--- src/rtl/clock_display_ctrl_if.sv ---
// Board-side signal bundle for the time-of-day clock: control inputs and the
// multiplexed 7-segment outputs.
interface clock_display_ctrl_if;
  logic       run;
  logic       btn_mode;
  logic       btn_inc;
  logic       mode_12h;
  logic [7:0] number;
  logic [5:0] digit_block;
  logic       second_pulse;
  logic [1:0] field;

  modport master (
    output run, btn_mode, btn_inc, mode_12h,
    input  number, digit_block, second_pulse, field
  );

  modport slave (
    input  run, btn_mode, btn_inc, mode_12h,
    output number, digit_block, second_pulse, field
  );
endinterface

--- src/rtl/clock_display_ctrl.sv ---
// Settable 24h clock with a 12h display option, set-time FSM with field blink
// and a registered 6-digit multiplexed 7-segment driver.
module clock_display_ctrl #(
  parameter int unsigned TICK_DIV         = 50_000_000,
  parameter int unsigned SCAN_DIV         = 50_000,
  parameter bit          SEG_ACTIVE_LOW   = 1'b1,
  parameter bit          DIGIT_ACTIVE_LOW = 1'b1
) (
  input logic                 clk,
  input logic                 rst,
  clock_display_ctrl_if.slave bus
);

  localparam int unsigned HalfDiv = TICK_DIV / 2;
  localparam int unsigned TickW   = (TICK_DIV > 1) ? $clog2(TICK_DIV) : 1;
  localparam int unsigned BlinkW  = (HalfDiv > 1) ? $clog2(HalfDiv) : 1;
  localparam int unsigned ScanW   = (SCAN_DIV > 1) ? $clog2(SCAN_DIV) : 1;

  localparam logic [7:0] SegOff   = SEG_ACTIVE_LOW ? 8'hFF : 8'h00;
  localparam logic [5:0] DigReset = DIGIT_ACTIVE_LOW ? 6'b111110 : 6'b000001;

  typedef enum logic [1:0] {
    StRun  = 2'd0,
    StSetH = 2'd1,
    StSetM = 2'd2,
    StSetS = 2'd3
  } state_e;

  state_e            state_q;
  logic [TickW-1:0]  presc_q;
  logic [5:0]        hour_q, min_q, sec_q;
  logic              second_pulse_q;
  logic [BlinkW-1:0] blink_cnt_q;
  logic              blink_q;
  logic [ScanW-1:0]  scan_cnt_q;
  logic [2:0]        scan_idx_q;
  logic [7:0]        number_q;
  logic [5:0]        digit_q;

  logic tick;
  assign tick = (state_q == StRun) && bus.run && (presc_q == TickW'(TICK_DIV - 1));

  function automatic logic [3:0] tens_of(input logic [5:0] v);
    if (v >= 6'd50)      return 4'd5;
    else if (v >= 6'd40) return 4'd4;
    else if (v >= 6'd30) return 4'd3;
    else if (v >= 6'd20) return 4'd2;
    else if (v >= 6'd10) return 4'd1;
    else                 return 4'd0;
  endfunction

  function automatic logic [3:0] units_of(input logic [5:0] v);
    logic [5:0] t6;
    logic [5:0] r;
    t6 = {2'b00, tens_of(v)};
    r  = v - (t6 << 3) - (t6 << 1);
    return r[3:0];
  endfunction

  function automatic logic [7:0] seg_lut(input logic [3:0] d);
    case (d)
      4'd0:    return 8'h3F;
      4'd1:    return 8'h06;
      4'd2:    return 8'h5B;
      4'd3:    return 8'h4F;
      4'd4:    return 8'h66;
      4'd5:    return 8'h6D;
      4'd6:    return 8'h7D;
      4'd7:    return 8'h07;
      4'd8:    return 8'h7F;
      4'd9:    return 8'h6F;
      default: return 8'h00;
    endcase
  endfunction

  // Time-keeping and set-time FSM; state doubles as the field output.
  always_ff @(posedge clk or negedge rst) begin
    if (!rst) begin
      state_q        <= StRun;
      presc_q        <= '0;
      hour_q         <= '0;
      min_q          <= '0;
      sec_q          <= '0;
      second_pulse_q <= 1'b0;
    end else begin
      second_pulse_q <= tick;
      if (tick) begin
        presc_q <= '0;
        if (sec_q == 6'd59) begin
          sec_q <= '0;
          if (min_q == 6'd59) begin
            min_q  <= '0;
            hour_q <= (hour_q == 6'd23) ? 6'd0 : hour_q + 6'd1;
          end else begin
            min_q <= min_q + 6'd1;
          end
        end else begin
          sec_q <= sec_q + 6'd1;
        end
      end else if ((state_q == StRun) && bus.run) begin
        presc_q <= presc_q + TickW'(1);
      end

      unique case (state_q)
        StRun: begin
          if (bus.btn_mode) state_q <= StSetH;
        end
        StSetH: begin
          if (bus.btn_mode) state_q <= StSetM;
          else if (bus.btn_inc) hour_q <= (hour_q == 6'd23) ? 6'd0 : hour_q + 6'd1;
        end
        StSetM: begin
          if (bus.btn_mode) state_q <= StSetS;
          else if (bus.btn_inc) min_q <= (min_q == 6'd59) ? 6'd0 : min_q + 6'd1;
        end
        StSetS: begin
          if (bus.btn_mode) begin
            state_q <= StRun;
            presc_q <= '0;
          end else if (bus.btn_inc) begin
            sec_q <= (sec_q == 6'd59) ? 6'd0 : sec_q + 6'd1;
          end
        end
        default: state_q <= StRun;
      endcase
    end
  end

  // Free-running blink phase, independent of the FSM.
  always_ff @(posedge clk or negedge rst) begin
    if (!rst) begin
      blink_cnt_q <= '0;
      blink_q     <= 1'b0;
    end else if (blink_cnt_q == BlinkW'(HalfDiv - 1)) begin
      blink_cnt_q <= '0;
      blink_q     <= ~blink_q;
    end else begin
      blink_cnt_q <= blink_cnt_q + BlinkW'(1);
    end
  end

  logic [2:0] idx_next;
  logic [5:0] hr_mod, hour_disp;
  logic [3:0] digit_val;
  logic       blank, dp, blink_hit;
  logic [7:0] seg_next;
  logic [5:0] digit_next;

  // Content for the slot that becomes active next, so segments and enable switch together.
  always_comb begin
    idx_next  = (scan_idx_q == 3'd5) ? 3'd0 : scan_idx_q + 3'd1;
    hr_mod    = (hour_q >= 6'd12) ? hour_q - 6'd12 : hour_q;
    hour_disp = bus.mode_12h ? ((hr_mod == 6'd0) ? 6'd12 : hr_mod) : hour_q;
    digit_val = 4'd0;
    blank     = 1'b0;
    dp        = 1'b0;
    case (idx_next)
      3'd0: digit_val = units_of(sec_q);
      3'd1: digit_val = tens_of(sec_q);
      3'd2: digit_val = units_of(min_q);
      3'd3: digit_val = tens_of(min_q);
      3'd4: begin
        digit_val = units_of(hour_disp);
        dp        = bus.mode_12h && (hour_q >= 6'd12);
      end
      3'd5: begin
        digit_val = tens_of(hour_disp);
        blank     = bus.mode_12h && (hour_disp < 6'd10);
      end
      default: blank = 1'b1;
    endcase
    blink_hit = ((state_q == StSetS) && (idx_next <= 3'd1)) ||
                ((state_q == StSetM) && ((idx_next == 3'd2) || (idx_next == 3'd3))) ||
                ((state_q == StSetH) && (idx_next >= 3'd4));
    if (blink_q && blink_hit) blank = 1'b1;
    seg_next   = blank ? 8'h00 : (seg_lut(digit_val) | {dp, 7'b0});
    digit_next = 6'(6'd1 << idx_next);
  end

  always_ff @(posedge clk or negedge rst) begin
    if (!rst) begin
      scan_cnt_q <= '0;
      scan_idx_q <= '0;
      number_q   <= SegOff;
      digit_q    <= DigReset;
    end else if (scan_cnt_q == ScanW'(SCAN_DIV - 1)) begin
      scan_cnt_q <= '0;
      scan_idx_q <= idx_next;
      number_q   <= SEG_ACTIVE_LOW ? ~seg_next : seg_next;
      digit_q    <= DIGIT_ACTIVE_LOW ? ~digit_next : digit_next;
    end else begin
      scan_cnt_q <= scan_cnt_q + ScanW'(1);
    end
  end

  assign bus.number       = number_q;
  assign bus.digit_block  = digit_q;
  assign bus.second_pulse = second_pulse_q;
  assign bus.field        = state_q;

endmodule
--- src/flat_wrapper.sv ---
// flat-port wrapper written by rule: the top's interface ports become plain ports
module clock_display_ctrl_flat 
#(
  parameter int unsigned TICK_DIV         = 50_000_000,
  parameter int unsigned SCAN_DIV         = 50_000,
  parameter bit          SEG_ACTIVE_LOW   = 1'b1,
  parameter bit          DIGIT_ACTIVE_LOW = 1'b1
)
  (clk, rst, bus_run, bus_btn_mode, bus_btn_inc, bus_mode_12h, bus_number, bus_digit_block, bus_second_pulse, bus_field);
  clock_display_ctrl_if bus_i ();
  input logic clk;
  input logic rst;
  input wire logic [$bits(bus_i.run)-1:0] bus_run;
  input wire logic [$bits(bus_i.btn_mode)-1:0] bus_btn_mode;
  input wire logic [$bits(bus_i.btn_inc)-1:0] bus_btn_inc;
  input wire logic [$bits(bus_i.mode_12h)-1:0] bus_mode_12h;
  output wire logic [$bits(bus_i.number)-1:0] bus_number;
  output wire logic [$bits(bus_i.digit_block)-1:0] bus_digit_block;
  output wire logic [$bits(bus_i.second_pulse)-1:0] bus_second_pulse;
  output wire logic [$bits(bus_i.field)-1:0] bus_field;
  assign bus_i.run = bus_run;
  assign bus_i.btn_mode = bus_btn_mode;
  assign bus_i.btn_inc = bus_btn_inc;
  assign bus_i.mode_12h = bus_mode_12h;
  assign bus_number = bus_i.number;
  assign bus_digit_block = bus_i.digit_block;
  assign bus_second_pulse = bus_i.second_pulse;
  assign bus_field = bus_i.field;
  clock_display_ctrl #(.TICK_DIV(TICK_DIV), .SCAN_DIV(SCAN_DIV), .SEG_ACTIVE_LOW(SEG_ACTIVE_LOW), .DIGIT_ACTIVE_LOW(DIGIT_ACTIVE_LOW)) u_core (.clk(clk), .rst(rst), .bus(bus_i));
endmodule
--- config.mk ---
export PLATFORM = sky130hd
export DESIGN_NAME = clock_display_ctrl_flat
export DESIGN_NICKNAME = d
export VERILOG_FILES = /design/src/rtl/clock_display_ctrl_if.sv /design/src/rtl/clock_display_ctrl.sv /design/src/flat_wrapper.sv
export SDC_FILE = /design/constraint.sdc
export NUM_CORES = 1
export LEC_CHECK = 0
export BUFFER_PORTS_ARGS = -buffer_cell sky130_fd_sc_hd__buf_4
export CORE_MARGIN = 2
export CORE_UTILIZATION = 63
export CTS_CLUSTER_SIZE = 16
export DETAILED_ROUTE_END_ITERATION = 8
export GPL_TIMING_DRIVEN = 0
export PLACE_DENSITY = 0.81
export SLEW_MARGIN = 20
export SYNTH_ARGS = -nofsm -noshare
export SYNTH_HDL_FRONTEND = slang
export SYNTH_SLANG_ARGS = --single-unit
export TNS_END_PERCENT = 20
--- constraint.sdc ---
create_clock -name clk -period 4.4 [get_ports clk]
set_input_delay 0.22 -clock clk [delete_from_list [all_inputs] [get_ports clk]]
set_output_delay 0.22 -clock clk [all_outputs]
set_load 0.02 [all_outputs]
==> qor.tcl, run 1 <==
set qor(number_of_synthesized_flops_with_an_enable_pin) 0
set qor(grtUsageMet2) 0.4147
set qor(vias_per_cell) 5.932
set qor(worst_path_largest_cell_delay_ns) 0.49
set qor(min_period_over_period) 0.9143
set qor(seq_power_share) 0.387
set qor(antenna-diode-count) 0
set qor(htreeDepth) 3
set qor(met1_usage) 0.3155
set qor(cts_tree) {done}
set qor(setup.worst_path.start) {u_core.hour_q[3]}
set qor(grt_start_max_net_pins) 107
set qor(number_of_cts_inserted_buffers) 9
set qor(setup_slack_ns) 0.3772
set qor(number_of_global_route_vias_before_repair) 4923
set qor(port-buffer-count) 22
set qor(initial_utilization) 0.6387
set qor(critical_path_arrival_ns) 4.35
set qor(ffs_latches_synth) 106
set qor(num_vias) 5173
set qor(post-route-min-period_ns) 4.023
set qor(cp-endpoint) {u_core.bus.number[3]}
set qor(fillers) 772
set qor(grt_antenna_before_repair) 0
set qor(largest_area_contributor_in_the_netlist) {dfrtp_1}
set qor(final_cell_count_no_fill) 872
set qor(mappedNetlistArea_mm2) 0.006475
set qor(critical_path.startpoint_type) {flip-flop}
set qor(setup_viol_count_final) 0
set qor(synth_most_common_cell) {dfrtp_1}
set qor(holdCritStartpoint) {bus_run}
set qor(groute.layer.met3.usage) 0.05195
set qor(timing_hold_violations_final) 0
set qor(detail_route.wl_per_cell_um) 14.91
set qor(final_nets) 768
set qor(most_crowded_layer_after_global_routing) {met2}
set qor(worst-r2r-cell-count) 18
set qor(crit_path_end_kind) {flip-flop}
set qor(vdd_ir_drop_max_mv) 0.2585
set qor(die_width_um) 105.4
set qor(worstPathMaxFanout) 10
set qor(fmax_mhz) 248.6
set qor(worst_hold_path_type) {in2reg}
set qor(tns_ns) 0
set qor(yosysSeqAreaShare) 0.4122
set qor(worst_path_dominant_cell_family) {compound AO/OA/AOI/OAI gates}
set qor(post_synth_main_area_contributors) {dfrtp_1 36%, ha_1 6.0%, xor2_1 5.5%}
set qor(syn2layout_area_growth_pct) 8.444
set qor(regToRegStartpoint) {u_core.hour_q[3]}
set qor(ctsLongestPathBuffers) 2
set qor(fp-row-count) 37
set qor(drt-initial-drc-count) 330
set qor(finalClockSkew_ns) 0.01392
set qor(cts.sinks) 106
set qor(crit_slowest_cell) {dfrtp_1}
set qor(syn-instance-count) 697
set qor(syn-num-nets) 734
set qor(timing.setup.critical_path_class) {reg2reg}
set qor(die_h_um) 105.4
set qor(post-cts-setup-buffers) 0
set qor(postLayoutCellArea_mm2) 0.007022
set qor(yosysTopAreaCellShare) 0.3594
set qor(ys_async_sr_fraction) 1.000
set qor(gr-usage-all-layers) 0.2487
set qor(postPlaceCellArea_mm2) 0.006820
set qor(share_clk_of_total_power) 0.200
set qor(grt_first_pass_wirelength_um) 22470
set qor(post_synth.cell_area_avg_um2) 9.290
set qor(synthTopCellsByCount) {93 x dfrtp_1, 84 x nor2_1, 58 x nand2_1}
set qor(power.share.switching) 0.3945
set qor(power_density_cells_mw_per_mm2) 416.3
set qor(critPathMostFrequentCell) {ha_1}
set qor(overflow) 0
set qor(core_mm2) 0.01014
set qor(ioPinCount) 23
set qor(run_status) {complete, no violations}
set qor(max_cap_violations) 0
set qor(placed_cells) 855
set qor(place.detailed.hpwl_um) 9271
set qor(synth_top_flop_cell) {dfrtp_1}
set qor(cts.clk_slew.worst_paths_ns) 0.11
set qor(number_of_gates_on_the_worst_path_with_buffers_counted) 18
set qor(power_switching_w) 0.001153
set qor(data_required_time_at_the_worst_endpoint_ns) 4.73
set qor(max_slew.worst_pin.slew_ns) 0.9962
set qor(fp.dieArea_mm2) 0.01110
set qor(post_route_cells_drive_above_1_share) 0.1264
set qor(ys.warnings.count) 0
set qor(worstSkewPairLatency_ns) 0.39
set qor(maxSlewViolCount) 0
set qor(leakage_nw) 3.066
set qor(worst-path-buf-inv) 2
set qor(postRouteWirelength_um) 13000
set qor(r2r-end) {u_core.bus.number[3]}
set qor(cell_internal_power_w) 0.001770
set qor(clock_tree.root_cell) {clkbuf_8}
set qor(max_slew_margin_vs_limit) 0.3359
set qor(post-place-ws_ns) 0.3797
set qor(synthDistinctLibCells) 73
set qor(grt_setup_unrepaired) {false}
set qor(place.gp.congestion) 0.8517
set qor(r2r_setup_slack_ns) 0.38
set qor(drc) 0
set qor(route.antenna.remaining_nets) 0
set qor(crit_path_cell_trace) {ha_1, buf_6, nor3b_1, a211oi_1, nand3_2, o21ai_2, o211ai_1, a31oi_1, inv_1, ha_1, mux2i_1, o211ai_1, o31a_1, nand2_1, ha_1, mux2_2, nor2_1, a211oi_2}
set qor(comb_power_share) 0.414
set qor(dr.pass1.iters) 4
layout make-up:
cell class / count / area [um2] / share of cell area
Timing Repair Buffer: 23 / 178.9 / 0.02548
Buffer: 26 / 115.1 / 0.01639
Clock buffer: 11 / 141.4 / 0.02014
Tap cell: 136 / 170.2 / 0.02423
Multi-Input combinational cell: 539 / 3608 / 0.5139
Clock inverter: 5 / 41.29 / 0.005880
Sequential cell: 106 / 2669 / 0.3801
Inverter: 26 / 97.59 / 0.01390
logic make-up after synthesis:
kind of cell | share of synthesized area
buffers and inverters | 0.03285
multiplexers | 0.02879
adder cells (fa/ha/maj) | 0.05990
XOR/XNOR | 0.09468
flip-flops | 0.4122
AO/OA/AOI/OAI | 0.1455
AND/OR/NAND/NOR | 0.2261
power by group through the flow:
stage | combinational, W | clock [W] | sequential (W)
2_1_floorplan | 0.000935 | 0 | 0.00114
3_3_place_gp | 0.00114 | 0 | 0.00114
3_5_place_dp | 0.00119 | 0 | 0.00115
4_1_cts | 0.00120 | 0.000599 | 0.00113
5_1_grt | 0.00135 | 0.000631 | 0.00114
6_report | 0.00121 | 0.000583 | 0.00113
how the worst min path moves through the flow:
stage	slack, ns	cells past startpoint	end
3_3_place_gp	0.44	1	u_core.scan_cnt_q[0]
3_5_place_dp	0.41	1	u_core.hour_q[4]
4_1_cts	0.11	3	u_core.presc_q[1]
5_1_grt	0.14	3	u_core.presc_q[1]
6_report	0.12	3	u_core.presc_q[1]
2_1_floorplan	-0.08	0	u_core.blink_cnt_q[0]
routing by layer:
| metal | vias to the layer above | wire length (um) |
|---|---|---|
| met5 | - | 0 |
| met4 | 0 | 298 |
| met3 | 27 | 504 |
| met2 | 82 | 6279 |
| met1 | 2548 | 5921 |
| li1 | 2516 | - |
worst min-delay path: cells and delay by family:
kind	cells	cell delay, ns
AND/OR/NAND/NOR	1	0.07
AO/OA/AOI/OAI	1	0.06
buffers and inverters	1	0.12
state kept, by name, summed over array words and instances (netlist names):
name and count:
u_core.bus.second_pulse 1, u_core.blink_cnt_q 25, u_core.blink_q 1, u_core.scan_cnt_q 16, u_core.presc_q 26, u_core.bus.digit_block 6
u_core.scan_idx_q 3, u_core.min_q 6, u_core.sec_q 6, u_core.bus.number 8, u_core.bus.field 2, u_core.hour_q 6
what timing repair did:
action | in CTS | in global routing
hold buffers | 1 | 0
resized for setup | 0 | 1
endpoints found under the hold margin | 66 | 0
endpoints found under the setup margin | 0 | 1
cells in the final DEF (no fill, tap or decap), types with 3 or more instances in the layout:
cell,Yosys,layout
a22o_1,3,3
mux2_2,9,9
nor4b_1,3,3
nand2_1,58,58
o211ai_1,4,4
mux2i_1,4,4
xor2_1,41,41
nand4_1,12,12
xnor2_1,29,29
nor3_1,19,19
ha_1,31,31
nand3_1,39,39
nand3b_1,4,4
clkbuf_8,0,10
a211oi_2,4,4
nor2_1,84,84
and3_1,18,18
or3_1,12,12
nand2b_1,7,7
a211oi_1,3,3
o41ai_1,4,4
buf_4,0,21
inv_1,26,26
a31oi_1,9,9
o31ai_1,7,7
dfstp_2,13,13
o21ai_0,35,35
nor3b_1,3,3
a21o_1,6,6
clkbuf_1,16,17
a21oi_1,26,26
dfrtp_1,93,93
buf_2,8,8
nor2b_1,12,12
and2_1,4,4
metrics by stage:
step / total power, W / hold WS (ns) / utilization
finish: 0.002923 / 0.1242 / 0.6926
CTS: 0.002930 / 0.1129 / 0.6917
floorplan: 0.002074 / -0.07559 / -
global route: 0.003125 / 0.1351 / 0.6926
global placement: 0.002276 / 0.4381 / 0.6717
detailed placement: 0.002341 / 0.4094 / 0.6727
No activity file was read; power rests on OpenSTA's default activity.
==> inputs of run 2 (changes only) <==
--- a/config.mk
+++ b/config.mk
@@ -7,11 +7,10 @@
 export LEC_CHECK = 0
 export BUFFER_PORTS_ARGS = -buffer_cell sky130_fd_sc_hd__buf_4
 export CORE_MARGIN = 2
-export CORE_UTILIZATION = 63
+export CORE_UTILIZATION = 45
 export CTS_CLUSTER_SIZE = 16
 export DETAILED_ROUTE_END_ITERATION = 8
 export GPL_TIMING_DRIVEN = 0
-export PLACE_DENSITY = 0.81
 export SLEW_MARGIN = 20
 export SYNTH_ARGS = -nofsm -noshare
 export SYNTH_HDL_FRONTEND = slang
==> qor.tcl, run 2 (synthesis results as in run 1) <==
set qor(min_period_over_period) 0.9135 ;# was 0.9143
set qor(timing_hold_violations_final) 25 ;# was 0
set qor(clock_tree.root_cell) {clkbuf_16} ;# was clkbuf_8
set qor(die_width_um) 124.0 ;# was 105.4 um
set qor(grt_start_max_net_pins) 107 ;# unchanged
set qor(fp.dieArea_mm2) 0.01536 ;# was 0.01110 mm2
set qor(top_register) {u_core.presc_q} ;# unchanged
set qor(place.gp.congestion) 0.8478 ;# was 0.8517
set qor(worstPathMaxFanout) 8 ;# was 10
set qor(grt_setup_unrepaired) {false} ;# unchanged
set qor(highest_count_cells_in_the_layout_ignoring_fill_and_taps) {93 x dfrtp_1, 84 x nor2_1, 58 x nand2_1} ;# unchanged
set qor(fillers) 1297 ;# was 772
set qor(fmax_mhz) 248.8 ;# was 248.6 MHz
set qor(run_status) {complete, but fails checks} ;# was complete, no violations
set qor(max_slew.worst_pin.slew_ns) 1.041 ;# was 0.9962 ns
set qor(htreeDepth) 3 ;# unchanged
set qor(cts_tree) {done} ;# unchanged
set qor(ctsLongestPathBuffers) 2 ;# unchanged
set qor(number_of_global_route_vias_before_repair) 4903 ;# was 4,923
set qor(setup_viol_count_final) 0 ;# unchanged
set qor(power.total_w) 0.003259 ;# was 0.002923 W
set qor(timing.setup.critical_path_class) {reg2reg} ;# unchanged
set qor(number_of_cts_inserted_buffers) 9 ;# unchanged
set qor(placed_cells) 899 ;# was 855
set qor(final_core_util) 0.5164 ;# was 0.6926
set qor(syn2layout_area_growth_pct) 11.56 ;# was 8.444%
set qor(violations) {hold timing}
set qor(place.detailed.hpwl_um) 9652 ;# was 9271 um
set qor(dr.pass1.iters) 4 ;# unchanged
set qor(detail_route.wl_per_cell_um) 14.74 ;# was 14.91 um
set qor(worst_path_largest_cell_delay_ns) 0.47 ;# was 0.49 ns
set qor(max_cap_violations) 0 ;# unchanged
set qor(drt-initial-drc-count) 456 ;# was 330
set qor(core_mm2) 0.01399 ;# was 0.01014 mm2
set qor(crit_slowest_cell) {dfrtp_1} ;# unchanged
set qor(num_vias) 5115 ;# was 5,173
set qor(gr-usage-all-layers) 0.1876 ;# was 0.2487
set qor(overflow) 0 ;# unchanged
set qor(final_cell_count_no_fill) 915 ;# was 872
set qor(fp-row-count) 43 ;# was 37
set qor(crit_path_end_kind) {flip-flop} ;# unchanged
set qor(critical_path_arrival_ns) 4.29 ;# was 4.35 ns
set qor(die_h_um) 124.0 ;# was 105.4 um
set qor(worstSkewPairLatency_ns) 0.36 ;# was 0.39 ns
set qor(worst-path-buf-inv) 3 ;# was 2
set qor(grt_first_pass_wirelength_um) 23050 ;# was 22,470 um
set qor(r2r-end) {u_core.bus.number[3]} ;# unchanged
set qor(cts.clk_slew.worst_paths_ns) 0.08 ;# was 0.11 ns
set qor(post-route-min-period_ns) 4.020 ;# was 4.023 ns
set qor(worst_hold_path_type) {in2async} ;# was in2reg
set qor(worst-r2r-cell-count) 18 ;# unchanged
set qor(final_nets) 767 ;# was 768
set qor(leakage_nw) 3.124 ;# was 3.066 nW
set qor(largest_register_ffs) 26 ;# unchanged
set qor(initial_utilization) 0.4629 ;# was 0.6387
set qor(crit_path_cell_trace) {inv_1, ha_1, inv_1, o32a_2, o21a_2, nand2_1, o211ai_1, a31oi_1, inv_1, ha_1, mux2i_1, o211ai_1, o31a_1, nand2_1, ha_1, mux2_2, nor2_1, a211oi_2} ;# was ha_1, buf_6, nor3b_1, a211oi_1, nand3_2, o21ai_2, o211ai_1, a31oi_1, inv_1, ha_1, mux2i_1, o211ai_1, o31a_1, nand2_1, ha_1, mux2_2, nor2_1, a211oi_2
set qor(finalClockSkew_ns) 0.008096 ;# was 0.01392 ns
set qor(port-buffer-count) 22 ;# unchanged
set qor(route.antenna.remaining_nets) 0 ;# unchanged
set qor(hold_ws_ns) -0.1165 ;# was 0.1242 ns
set qor(regToRegStartpoint) {u_core.hour_q[3]} ;# unchanged
set qor(grt_antenna_before_repair) 0 ;# unchanged
set qor(tns_ns) 0 ;# unchanged
set qor(data_required_time_at_the_worst_endpoint_ns) 4.67 ;# was 4.73 ns
set qor(postRouteWirelength_um) 13490 ;# was 13,000 um
set qor(critical_path.startpoint_type) {flip-flop} ;# unchanged
set qor(layout.cells.most_common) {dfrtp_1} ;# unchanged
set qor(antenna-diode-count) 0 ;# unchanged
set qor(vdd_ir_drop_max_mv) 0.2246 ;# was 0.2585 mV
set qor(power_density_cells_mw_per_mm2) 451.3 ;# was 416.3 mW/mm2
set qor(reg_top3) {u_core.presc_q x26, u_core.blink_cnt_q x25, u_core.scan_cnt_q x16} ;# unchanged
set qor(drc) 0 ;# unchanged
set qor(max_slew_margin_vs_limit) 0.3059 ;# was 0.3359
set qor(maxSlewViolCount) 0 ;# unchanged
set qor(r2r_setup_slack_ns) 0.38 ;# about the same
set qor(worst_path_dominant_cell_family) {compound AO/OA/AOI/OAI gates} ;# unchanged
set qor(post_route_cells_drive_above_1_share) 0.1293 ;# was 0.1264
set qor(vias_per_cell) 5.590 ;# was 5.932
set qor(cts.sinks) 106 ;# unchanged
set qor(ioPinCount) 23 ;# unchanged
## run 2: changes by cell type in the layout (fill, tap and decap cells not counted), sizes merged
cell and delta:
bufinv +2, clkinv +2, clkbuf -2, dlygate4sd3 -1, clkinvlp +1, inv -3
## run 2: metal layers
layer / vias up / global-route usage / share of wire
li1: 2518 / - / -
met1: 2499 / 0.2606 / 0.49
met2: 78 / 0.2988 / 0.47
met3: 20 / 0.04075 / 0.028
met4: 0 / 0.04846 / 0.015
met5: - / 0 / 0
## run 2: how the worst max path moves through the flow
stage	from	to	slack, ns	depth (start not counted)
5_1_grt	u_core.hour_q[3]	u_core.bus.number[3]	0.05	18
6_report	u_core.hour_q[3]	u_core.bus.number[3]	0.38	18
2_1_floorplan	u_core.hour_q[3]	u_core.bus.number[3]	0.90	19
3_5_place_dp	u_core.hour_q[3]	u_core.bus.number[3]	0.37	19
3_3_place_gp	u_core.hour_q[3]	u_core.bus.number[3]	0.41	19
4_1_cts	u_core.hour_q[3]	u_core.bus.number[3]	0.32	19
## run 2: report_power, final
| group | leakage [nW] | internal, W | switching, W |
|---|---|---|---|
| Sequential | 1.38 | 0.00105 | 0.0000846 |
| Combinational | 1.59 | 0.000498 | 0.000732 |
| Clock | 0.158 | 0.000505 | 0.000393 |
## run 2: area by class of cell
| type | count | area, um2 | area share |
|---|---|---|---|
| multi-input cells | 539 | 3621 | 0.5013 |
| repair buffers | 22 | 168.9 | 0.02338 |
| flip-flops and latches | 106 | 2669 | 0.3695 |
| plain buffers | 26 | 115.1 | 0.01594 |
| clock buffers | 9 | 225.2 | 0.03118 |
| well taps | 180 | 225.2 | 0.03118 |
| clock inverters | 7 | 101.3 | 0.01403 |
| inverters | 26 | 97.59 | 0.01351 |
## run 2: per-stage QoR
stage               hold WS, ns  instance area (um2)  worst slack [ns]
floorplan              -0.07559                 6475            0.8974
global placement         0.4395                 6865            0.4131
detailed placement       0.4290                 6875            0.3672
CTS                     0.04049                 7202            0.3159
global route            0.08415                 7223           0.05183
finish                  -0.1165                 7223            0.3804
## run 2: what timing repair did
item | CTS | global route
buffers inserted | 0 | 0
gates resized for setup | 0 | 3
hold endpoints to repair | 0 | 0
hold buffers | 0 | 0
setup endpoints to repair | 0 | 4
